### config.mk
export PLATFORM = sky130hd
export DESIGN_NAME = cpu_trace_uart_tx
export DESIGN_NICKNAME = d
export VERILOG_FILES = /design/src/rtl/cpu_trace_uart_tx.sv
export SDC_FILE = /design/constraint.sdc
export NUM_CORES = 1
export LEC_CHECK = 0
export ABC_AREA = 1
export ABC_CLOCK_PERIOD_IN_PS = 12000
export CORE_ASPECT_RATIO = 0.9
export CORE_MARGIN = 1
export CORE_UTILIZATION = 38
export CTS_BUF_LIST = sky130_fd_sc_hd__clkbuf_8
export CTS_CLUSTER_DIAMETER = 120
export CTS_CLUSTER_SIZE = 24
export DETAILED_ROUTE_END_ITERATION = 8
export PLACE_DENSITY = 0.61
export SETUP_SLACK_MARGIN = 0.15
export SKIP_LAST_GASP = 1
export SYNTH_ARGS = -nofsm -noshare
export SYNTH_HDL_FRONTEND = slang
export SYNTH_SLANG_ARGS = --single-unit
export TNS_END_PERCENT = 30
### constraint.sdc
create_clock -name clk -period 12 [get_ports clk]
set_input_delay 3 -clock clk [delete_from_list [all_inputs] [get_ports clk]]
set_output_delay 3 -clock clk [all_outputs]
set_load 0.02 [all_outputs]
### src/rtl/cpu_trace_uart_tx.sv
// CPU trace transmitter: captures {pc, inst, aluc, data} records into a small FIFO
// and serialises each one as a 17-byte 8N1 UART frame led by a 0xA5 sync byte.
module cpu_trace_uart_tx #(
    parameter int CLKS_PER_BIT = 434,
    parameter int FIFO_DEPTH   = 4
) (
    input  logic        clk,
    input  logic        rst,
    input  logic        trace_valid,
    input  logic [31:0] pc,
    input  logic [31:0] inst,
    input  logic [31:0] aluc,
    input  logic [31:0] data,
    input  logic        ovf_clr,
    output logic        txd,
    output logic        busy,
    output logic        ovf,
    output logic [7:0]  drop_cnt
);

    localparam int BAUD_W = (CLKS_PER_BIT > 1) ? $clog2(CLKS_PER_BIT) : 1;
    localparam int PTR_W  = $clog2(FIFO_DEPTH);

    localparam logic [BAUD_W-1:0] BAUD_LAST = BAUD_W'(CLKS_PER_BIT - 1);
    localparam logic [PTR_W:0]    DEPTH_CNT = (PTR_W + 1)'(FIFO_DEPTH);
    localparam logic [PTR_W:0]    ONE_CNT   = (PTR_W + 1)'(1);
    localparam logic [4:0]        LAST_BYTE = 5'd16;
    localparam logic [7:0]        SYNC_BYTE = 8'hA5;

    typedef enum logic [1:0] {
        S_IDLE,
        S_START,
        S_DATA,
        S_STOP
    } state_t;

    logic [127:0]       r_mem [FIFO_DEPTH];
    logic [PTR_W-1:0]   r_wr_ptr;
    logic [PTR_W-1:0]   r_rd_ptr;
    logic [PTR_W:0]     r_count;

    state_t             r_state;
    logic [BAUD_W-1:0]  r_baud;
    logic [2:0]         r_bit;
    logic [4:0]         r_byte_idx;
    logic [7:0]         r_shift;
    logic               r_txd;
    logic               r_ovf;
    logic [7:0]         r_drop_cnt;

    logic               w_full;
    logic               w_empty;
    logic               w_bit_end;
    logic               w_pop;
    logic               w_push;
    logic               w_drop;
    logic               w_more;
    logic [135:0]       w_frame;
    logic [4:0]         w_sel;
    logic [7:0]         w_byte;

    assign w_full    = (r_count == DEPTH_CNT);
    assign w_empty   = (r_count == '0);
    assign w_bit_end = (r_state != S_IDLE) && (r_baud == BAUD_LAST);
    assign w_pop     = (r_state == S_STOP) && w_bit_end && (r_byte_idx == LAST_BYTE);

    // A pop on the same edge frees the head slot, so a push into a full FIFO is still taken.
    assign w_push = trace_valid && (!w_full || w_pop);
    assign w_drop = trace_valid && w_full && !w_pop;

    // Another frame follows if something besides the departing head remains or arrives now.
    assign w_more = (r_count != ONE_CNT) || trace_valid;

    // Frame bytes in transmit order, byte 0 in the top byte lane.
    assign w_frame = {SYNC_BYTE, r_mem[r_rd_ptr]};
    assign w_sel   = LAST_BYTE - r_byte_idx;
    assign w_byte  = w_frame[{w_sel, 3'b000} +: 8];

    // NOTE: record storage is deliberately not reset; r_count alone decides what is valid,
    // which keeps the array a plain RAM with no reset fan-out.
    always_ff @(posedge clk) begin
        if (w_push) begin
            r_mem[r_wr_ptr] <= {pc, inst, aluc, data};
        end
    end

    // NOTE: every clocked block uses non-blocking assignments so all registers update
    // from the same pre-edge values, independent of statement order.
    always_ff @(posedge clk or negedge rst) begin
        if (!rst) begin
            r_wr_ptr <= '0;
            r_rd_ptr <= '0;
            r_count  <= '0;
        end else begin
            if (w_push) begin
                r_wr_ptr <= r_wr_ptr + PTR_W'(1);
            end
            if (w_pop) begin
                r_rd_ptr <= r_rd_ptr + PTR_W'(1);
            end
            case ({w_push, w_pop})
                2'b10:   r_count <= r_count + ONE_CNT;
                2'b01:   r_count <= r_count - ONE_CNT;
                default: r_count <= r_count;
            endcase
        end
    end

    always_ff @(posedge clk or negedge rst) begin
        if (!rst) begin
            r_state    <= S_IDLE;
            r_baud     <= '0;
            r_bit      <= '0;
            r_byte_idx <= '0;
            r_shift    <= '0;
            r_txd      <= 1'b1;
        end else begin
            case (r_state)
                S_IDLE: begin
                    r_baud     <= '0;
                    r_bit      <= '0;
                    r_byte_idx <= '0;
                    r_txd      <= 1'b1;
                    if (!w_empty) begin
                        r_state <= S_START;
                        r_txd   <= 1'b0;
                    end
                end

                S_START: begin
                    if (w_bit_end) begin
                        r_baud  <= '0;
                        r_bit   <= '0;
                        r_state <= S_DATA;
                        r_txd   <= w_byte[0];
                        r_shift <= {1'b0, w_byte[7:1]};
                    end else begin
                        r_baud <= r_baud + BAUD_W'(1);
                    end
                end

                S_DATA: begin
                    if (w_bit_end) begin
                        r_baud <= '0;
                        if (r_bit == 3'd7) begin
                            r_bit   <= '0;
                            r_state <= S_STOP;
                            r_txd   <= 1'b1;
                        end else begin
                            r_bit   <= r_bit + 3'd1;
                            r_txd   <= r_shift[0];
                            r_shift <= {1'b0, r_shift[7:1]};
                        end
                    end else begin
                        r_baud <= r_baud + BAUD_W'(1);
                    end
                end

                S_STOP: begin
                    if (w_bit_end) begin
                        r_baud <= '0;
                        if (r_byte_idx != LAST_BYTE) begin
                            r_byte_idx <= r_byte_idx + 5'd1;
                            r_state    <= S_START;
                            r_txd      <= 1'b0;
                        end else begin
                            r_byte_idx <= '0;
                            if (w_more) begin
                                r_state <= S_START;
                                r_txd   <= 1'b0;
                            end else begin
                                r_state <= S_IDLE;
                                r_txd   <= 1'b1;
                            end
                        end
                    end else begin
                        r_baud <= r_baud + BAUD_W'(1);
                    end
                end

                default: begin
                    r_state <= S_IDLE;
                    r_txd   <= 1'b1;
                end
            endcase
        end
    end

    // A drop in the same cycle as a clear wins and restarts the count at one.
    always_ff @(posedge clk or negedge rst) begin
        if (!rst) begin
            r_ovf      <= 1'b0;
            r_drop_cnt <= '0;
        end else if (w_drop) begin
            r_ovf <= 1'b1;
            if (ovf_clr) begin
                r_drop_cnt <= 8'd1;
            end else if (r_drop_cnt != 8'hFF) begin
                r_drop_cnt <= r_drop_cnt + 8'd1;
            end
        end else if (ovf_clr) begin
            r_ovf      <= 1'b0;
            r_drop_cnt <= '0;
        end
    end

    assign txd      = r_txd;
    assign busy     = (r_state != S_IDLE) || !w_empty;
    assign ovf      = r_ovf;
    assign drop_cnt = r_drop_cnt;

endmodule
---- Word-level counts from Yosys, hierarchy flattened ----
Memories as Yosys holds them, arrays and structs flattened.
Cells that the tools add are included.
word-level totals
  flip-flop bits (word level) ............. 44
  memory bits (writable) .................. 512
  bits of input ports ..................... 132
  memories kept ........................... 1
memories
  memory  depth  width  rd ports  clocked after Yosys merged registers in  write ports  RTL line  source
  r_mem   4      128    1         0                                        1            37        logic [127:0] r_mem [FIFO_DEPTH];
operators by class
  add/sub/neg operators ................... 9
  equal/unequal tests ..................... 18
  shift-type cells ........................ 1
  mux-type cells .......................... 38
  reductions and logical operators ........ 28
operators with widths
  operator               count
  $shiftx A136 B9 Y8     1
  $mux W8                7
  $pmux W9 S2            1
  $pmux W8 S2            1
  $mux W1                13
  $ne A2 B2 Y1 const B   6
  $reduce_bool A2 Y1     6
  $mux W2                5
  $mux W5                2
  $pmux W5 S2            1
  $add A9 B1 Y9 const B  1
  $eq A9 B9 Y1 const B   1
  $mux W3                3
  $mux W9                1
  $pmux W3 S3            1
  $add A8 B1 Y8 const B  1
  $ne A8 B8 Y1 const B   1
  $pmux W2 S4            1
  $add A3 B1 Y3 const B  2
  $eq A2 B2 Y1 const B   3
  $eq A3 B3 Y1 const B   2
  $logic_and A1 B1 Y1    6
  $pmux W3 S2            1
  $reduce_and A3 Y1      2
  other kinds (18)       25

---- Logic depth before layout (Yosys ltp) ----
Gate-level depths: netlist (run 1).
  depth after elaboration ................. 8
  depth in mapped cells ................... 18

---- Least setup slack after synthesis (run 1) ----
No wires, ideal clock.
  path type ............................... input to register
  start ................................... in trace_valid
  end ..................................... mem r_mem[0][0], enable pin
  arrival ................................. 8,430 ps
  required time ........................... 11,383 ps
  setup slack ............................. 2,954 ps
  cell stages on the path ................. 2
  path buffers ............................ 0
  cells stage by stage .................... o21ai_2 > nor2_1
on the way
  longest elaborated chain between the ends .. 3
ends and longest elaborated chain
  element                        RTL line  source
  start: declaration             9         input logic trace_valid,
  $logic_and A1 B1 Y1            68        assign w_push = trace_valid && (!w_full || w_pop);
  $mux W1                        82        if (w_push) begin
  $mux W1 (implied by the code)  83        r_mem[r_wr_ptr] <= {pc, inst, aluc, data};
  end: declaration               37
Every way passes these cells.

---- Worst setup path after layout (run 1) ----
  start ................................... in trace_valid
  end ..................................... mem r_mem[3][79], enable pin
The elaborated chain is that of the path after synthesis.

==> flow_metrics.py, run 1 <==
metrics = {
    "outcome": {
        "outcome": "finished clean",
    },
    "setup_path": {
        "cp-startpoint": "trace_valid",
        "regToRegStartpoint": "r_state[0]",
        "cp.required_ps": 12300,
        "cp_max_fo": 57,
        "r2r_cells": 11,
        "endpoint_kind": "flop",
        "r2r_slack_ps": 7500,
        "cp-start-kind": "input port",
        "critPathArrivalTime_ps": 6090,
        "critPathMaxStageDelay_ps": 790,
        "path_cells": "clkdlybuf4s50_1, o21ai_2, nor2_4, buf_4, buf_4",
        "timing_worst_setup_path_type": "input port to flop",
        "cp_slowest_cell": "buf_4",
        "r2r-end": "r_mem[3][79]",
        "path_common_cell": "buf_4",
    },
    "clock_tree": {
        "cts_resized": 0,
        "cts_made_buffers": 27,
        "htree_levels": 1,
        "cts_tree": "done",
        "clkSinkCount": 555,
        "cts-root-buf": "clkbuf_8",
        "clk_latency_ps": 670,
        "post_cts_buffers": 0,
        "cts.path.max_buffers": 3,
        "clk_pin_slew_ps": 150,
        "hold_buffers": 0,
    },
    "synth": {
        "synth_top_family_by_area": "compound AO/OA/AOI/OAI gates",
        "synthMuxAreaShare_pct": 0,
        "synth_xor_area_share_pct": 0.5427,
        "async_flop_share_pct": 7.748,
        "syn_nets": 1922,
        "syn_inst": 1768,
        "yosys_most_used_dff": "edfxtp_1",
        "synth-compound-area-share_pct": 10.99,
        "ys_seq_area_share_pct": 72.81,
        "synth_edf_count": 512,
        "synthSimpleGateAreaFrac_pct": 10.54,
        "avgSynthCellArea_sq_um": 12.78,
        "synth_cell_types": 39,
        "ys_warn_count": 0,
        "synth_area_sq_um": 22600,
        "synth_fa_ha_area_share_pct": 1.218,
        "synth_seq_cells": 555,
    },
    "final_layout": {
        "final-seq-area_sq_um": 16460,
        "drive_gt1_share_pct": 4.090,
        "area_delta_synth_final_pct": 10.80,
        "postLayoutCellArea_sq_um": 25040,
        "antenna_cells": 0,
        "fill_cells": 5295,
        "multi_input_comb_area_sq_um": 5291,
        "fin_nets": 2002,
        "layout_common_cells": "edfxtp_1, nor2_1, o21ai_0",
        "mostFrequentLayoutCell": "edfxtp_1",
    },
    "timing": {
        "rsz0062_at_grt": "false",
        "slew_headroom_pct": 27.54,
        "setup_tns_ps": 0,
        "period_share_pct": 48.21,
        "finalCriticalPeriod_ps": 5786,
        "hold_viol_final": 0,
        "slew_violations": 0,
        "setup-violations-final": 0,
        "finClkSkew_ps": 24.92,
        "fmax_ghz": 0.1728,
        "fin_ws_ps": 6214,
        "hold_slack_ps": 504.5,
        "worst_pin_slew_ps": 1087,
    },
    "job": {
        "max_cap_viol_count": 0,
    },
    "floorplan": {
        "pin_count": 143,
        "coreArea_sq_um": 58540,
        "dieArea_sq_um": 60440,
        "die_x_um": 259.0,
        "die_y_um": 233.3,
        "initial_core_util_pct": 38.60,
        "fp-row-count": 84,
    },
    "power_and_ir_drop": {
        "cellPowerDensity_nw_per_um2": 153.1,
        "power_mw": 3.832,
        "p_leak_nw": 8.366,
        "irDropWorstVdd_mv": 0.09931,
    },
    "global_route": {
        "top_usage_layer": "met2",
        "grt_max_degree": 129,
        "met2_usage_pct": 29.85,
        "track_usage_pct": 18.31,
        "antenna_found_initial": 4,
        "grt_pass1_wl_mm": 84.70,
        "met3_usage_pct": 3.049,
        "grt_pass1_vias": 13770,
        "grt_overflow": 0,
        "use_met1_pct": 26.06,
    },
    "drt": {
        "antenna_left": 0,
        "first_pass_iters": 5,
        "drc_errors": 0,
        "num_vias": 14200,
        "drt_iter0_drc": 1417,
        "finalWirelength_mm": 55.81,
        "wl_per_cell_um": 21.20,
        "via_per_inst": 5.397,
    },
    "min_path": {
        "min_from": "r_shift[6]",
        "hold_end": "r_shift[6]",
        "hp-class": "flop to flop",
        "hold_depth": 2,
    },
    "placed_design": {
        "pre_cts_slack_ps": 5465,
        "hpwl_mm": 31.75,
        "gp_congestion": 0.8352,
        "portBuffers": 142,
        "placed_area_sq_um": 24570,
    },
}
-- cell usage after synthesis (all sizes together), types with 14 or more instances --
master  instances  area [sq um]
a21oi          32         163.9
buf            69         457.9
clkbuf         42         157.7
dfrtp          42          1051
edfxtp        512         15370
ha             22         275.3
inv            68         255.2
nand2         140         528.0
nand3         141         710.7
nor2          273          1042
nor3           14         86.34
o21ai         269          1350
o221ai         68         595.6
o22ai          37         231.5
-- per-layer routing --
layer | up-vias | wire length [um] | part of all wire (%)
met2 | 367 | 26300 | 47
met5 | - | 46 | 0.082
met4 | 6 | 772 | 1.4
met3 | 59 | 3257 | 5.8
met1 | 7166 | 25440 | 46
li1 | 6606 | - | -
-- flip-flops by register name, indices dropped and copies added (netlist names), 3 cells and up --
| register | cells |
|---|---|
| r_mem | 512 |
| r_baud | 9 |
| drop_cnt | 8 |
| r_shift | 7 |
| r_byte_idx | 5 |
| r_bit | 3 |
| r_count | 3 |
-- per-stage QoR --
stage / utilization, % / instances
final: 42.77 / 2632
after global routing: 42.77 / 2632
after CTS: 42.77 / 2632
after detailed placement: 41.97 / 2593
after global placement: 41.97 / 2593
after floorplan: - / 1768
-- worst max-delay path: cells and delay by family --
kind / cells / cell delay, ps
buffers and inverters: 3 / 2100
and+or+nand+nor: 1 / 640
AOI/OAI and AO/OA: 1 / 220
-- cell families (layout without fill, tap and decap cells) --
logic type,Yosys count,count (layout)
xor+xnor,14,14
simple gates,570,570
flops,555,555
compound gates,425,425
fa+ha+maj,22,22
buf+inv,182,272
-- how the worst max path moves through the flow --
stage | slack (ps) | to | cells after the start
floorplan | 2950 | r_mem[0][0] | 2
global placement | 5480 | r_mem[3][47] | 5
detailed placement | 5460 | r_mem[3][47] | 5
CTS | 6200 | r_mem[3][28] | 5
global route | 6050 | r_mem[3][79] | 5
finish | 6210 | r_mem[3][79] | 5
-- final cells by class --
class | count | area share (%)
Clock buffer | 27 | 1.484
Clock inverter | 12 | 0.3698
Inverter | 71 | 1.089
Multi-Input combinational cell | 1031 | 21.13
Sequential cell | 555 | 65.75
Tap cell | 774 | 3.868
Timing Repair Buffer | 162 | 6.307
-- power by group --
group | internal, mW | total [mW] | switching [mW]
clock | 0.235 | 0.791 | 0.556
sequential | 2.51 | 2.58 | 0.0716
combinational | 0.116 | 0.464 | 0.348
No activity file was read; power rests on OpenSTA's default activity.
==> run 2: changes to the inputs <==
Settings changed: ABC_CLOCK_PERIOD_IN_PS 12000 to 5740.
Clock period 12 ns to 5.74 ns, I/O delays scaled along.
==> run 2 against run 1 <==
Die area unchanged. Clock power rose by 110%. Global-route usage rose by 0.053 points. Highest routed layer unchanged. Critical endpoint is now busy. Hold slack gained 1.6 ps. Final area grew 0.16%. Combinational power rose by 120%. Non-clock buffer count is 3 lower. Via count grew 0.70%. Power increased by 110%.
==> flow_metrics.py, run 2 (synthesized netlist as in run 1, its figures left out) <==
metrics = {
    "power_and_ir_drop": {
        "switchingPower_mw": 2.070,
        "cellPowerDensity_nw_per_um2": 319.5,
        "seq_power_share_pct": 67.2,
        "p_clk_share_pct": 20.3,
        "p_leak_nw": 8.368,
        "p_int_mw": 5.943,
        "power.share.combinational_pct": 12.5,
        "switching_share_pct": 25.84,
        "irDropWorstVdd_mv": 0.2506,
    },
    "drt": {
        "drc_errors": 0,
        "wl_per_cell_um": 21.37,
        "antenna_left": 0,
        "finalWirelength_mm": 56.21,
        "drt_iter0_drc": 1500,
        "num_vias": 14300,
        "first_pass_iters": 6,
        "via_per_inst": 5.438,
    },
    "timing": {
        "finClkSkew_ps": 51.66,
        "rsz0062_at_grt": "false",
        "setup-violations-final": 0,
        "finalCriticalPeriod_ps": 3775,
        "setup_tns_ps": 0,
        "fmax_ghz": 0.2649,
        "slew_violations": 0,
        "hold_viol_final": 0,
        "period_share_pct": 65.76,
        "slew_headroom_pct": 29.85,
        "worst_pin_slew_ps": 1052,
    },
    "setup_path": {
        "cp_max_fo": 7,
        "cp-start-kind": "flop",
        "worst-path-stages": 4,
        "critPathArrivalTime_ps": 2340,
        "critPathBufInv": 2,
        "regToRegStartpoint": "r_state[0]",
        "path_delay_family": "buffers and inverters",
        "path_cells": "inv_1, ha_1, nand3_1, clkdlybuf4s50_1",
        "critPathMaxStageDelay_ps": 630,
        "r2r_cells": 10,
        "cp.required_ps": 4300,
        "r2r_slack_ps": 2290,
        "timing_worst_setup_path_type": "flop to output pin",
        "endpoint_kind": "output pin",
        "cp_slowest_cell": "clkdlybuf4s50_1",
        "r2r-end": "r_mem[0][98]",
    },
    "global_route": {
        "antenna_found_initial": 6,
        "grt_max_degree": 207,
        "grt_pass1_vias": 13640,
        "grt_pass1_wl_mm": 84.42,
        "grt_overflow": 0,
        "track_usage_pct": 18.37,
    },
    "floorplan": {
        "initial_core_util_pct": 38.60,
        "die_y_um": 233.3,
        "coreArea_sq_um": 58540,
        "die_x_um": 259.0,
        "dieArea_sq_um": 60440,
        "pin_count": 143,
        "fp-row-count": 84,
    },
    "final_layout": {
        "mostFrequentLayoutCell": "edfxtp_1",
        "layout_common_cells": "edfxtp_1, nor2_1, o21ai_0",
        "drive_gt1_share_pct": 3.937,
        "regMostFlops": "r_mem",
        "area_delta_synth_final_pct": 10.98,
        "postLayoutCoreUtil_pct": 42.84,
        "largest_reg_flops": 512,
        "fin_nets": 1999,
    },
    "job": {
        "max_cap_viol_count": 0,
    },
    "min_path": {
        "hold_end": "r_baud[0]",
        "hold_depth": 1,
        "min_from": "r_baud[0]",
        "hp-class": "flop to flop",
    },
    "placed_design": {
        "hpwl_mm": 31.66,
        "portBuffers": 142,
        "gp_congestion": 0.7963,
    },
    "clock_tree": {
        "cts.path.max_buffers": 3,
        "clk_pin_slew_ps": 150,
        "cts-root-buf": "clkbuf_8",
        "hold_buffers": 0,
        "cts_tree": "done",
        "htree_levels": 1,
        "cts_made_buffers": 27,
        "cts_resized": 0,
        "clk_latency_ps": 700,
        "post_cts_buffers": 0,
        "clkSinkCount": 555,
    },
    "outcome": {
        "outcome": "finished clean",
    },
}
run 2: worst max-delay path by stage:
stage,from,end,slack (ps)
after detailed placement,trace_valid,r_mem[0][104],1890
final,r_state[0],busy,1970
after CTS,r_state[0],busy,1930
after floorplan,r_byte_idx[0],r_mem[0][0],-2000
after global routing,r_state[0],busy,1850
after global placement,trace_valid,r_mem[0][71],1920
run 2: final cells by class:
type / instances / area (sq um)
clock buffer: 27 / 371.6
multi-input combinational: 1031 / 5291
fill: 5313 / 33460
antenna: 2 / 5.005
inverter: 71 / 272.8
clock inverter: 11 / 62.56
timing repair buffer: 159 / 1644
tap: 774 / 968.4
sequential: 555 / 16460
run 2: power groups by stage:
stage / clock network (mW) / registers, mW / logic, mW
floorplan: 0 / 5.60 / 0.496
global placement: 0 / 5.46 / 1.02
detailed placement: 0 / 5.48 / 1.03
CTS: 1.66 / 5.38 / 1.03
global route: 1.80 / 5.44 / 1.10
finish: 1.63 / 5.39 / 1.00
run 2: per-stage QoR:
stage | cell area (sq um) | worst slack, ps | cells | total power, mW | hold WS, ps
2_1_floorplan | 22600 | -2005 | 1768 | 6.100 | 449.1
3_3_place_gp | 24640 | 1923 | 2590 | 6.476 | 480.9
3_5_place_dp | 24640 | 1895 | 2590 | 6.505 | 480.1
4_1_cts | 25070 | 1925 | 2628 | 8.069 | 506.8
5_1_grt | 25070 | 1851 | 2629 | 8.335 | 514.7
6_report | 25080 | 1965 | 2630 | 8.013 | 506.1
run 2: per-layer routing:
metal / GRT usage (%) / vias to the layer above / share of wire [%]
li1: - / 6603 / -
met1: 26.20 / 7158 / 44
met2: 29.47 / 464 / 47
met3: 2.973 / 70 / 6.8
met4: 4.031 / 8 / 1.9
met5: 0 / - / 0.078
run 2: worst register-to-register path: cells and delay by family (launching register included):
kind,cells,cell delay (ps)
compound gates,1,210
simple gates,5,1450
flops,1,450
buf+inv,3,700
fa+ha+maj,1,290
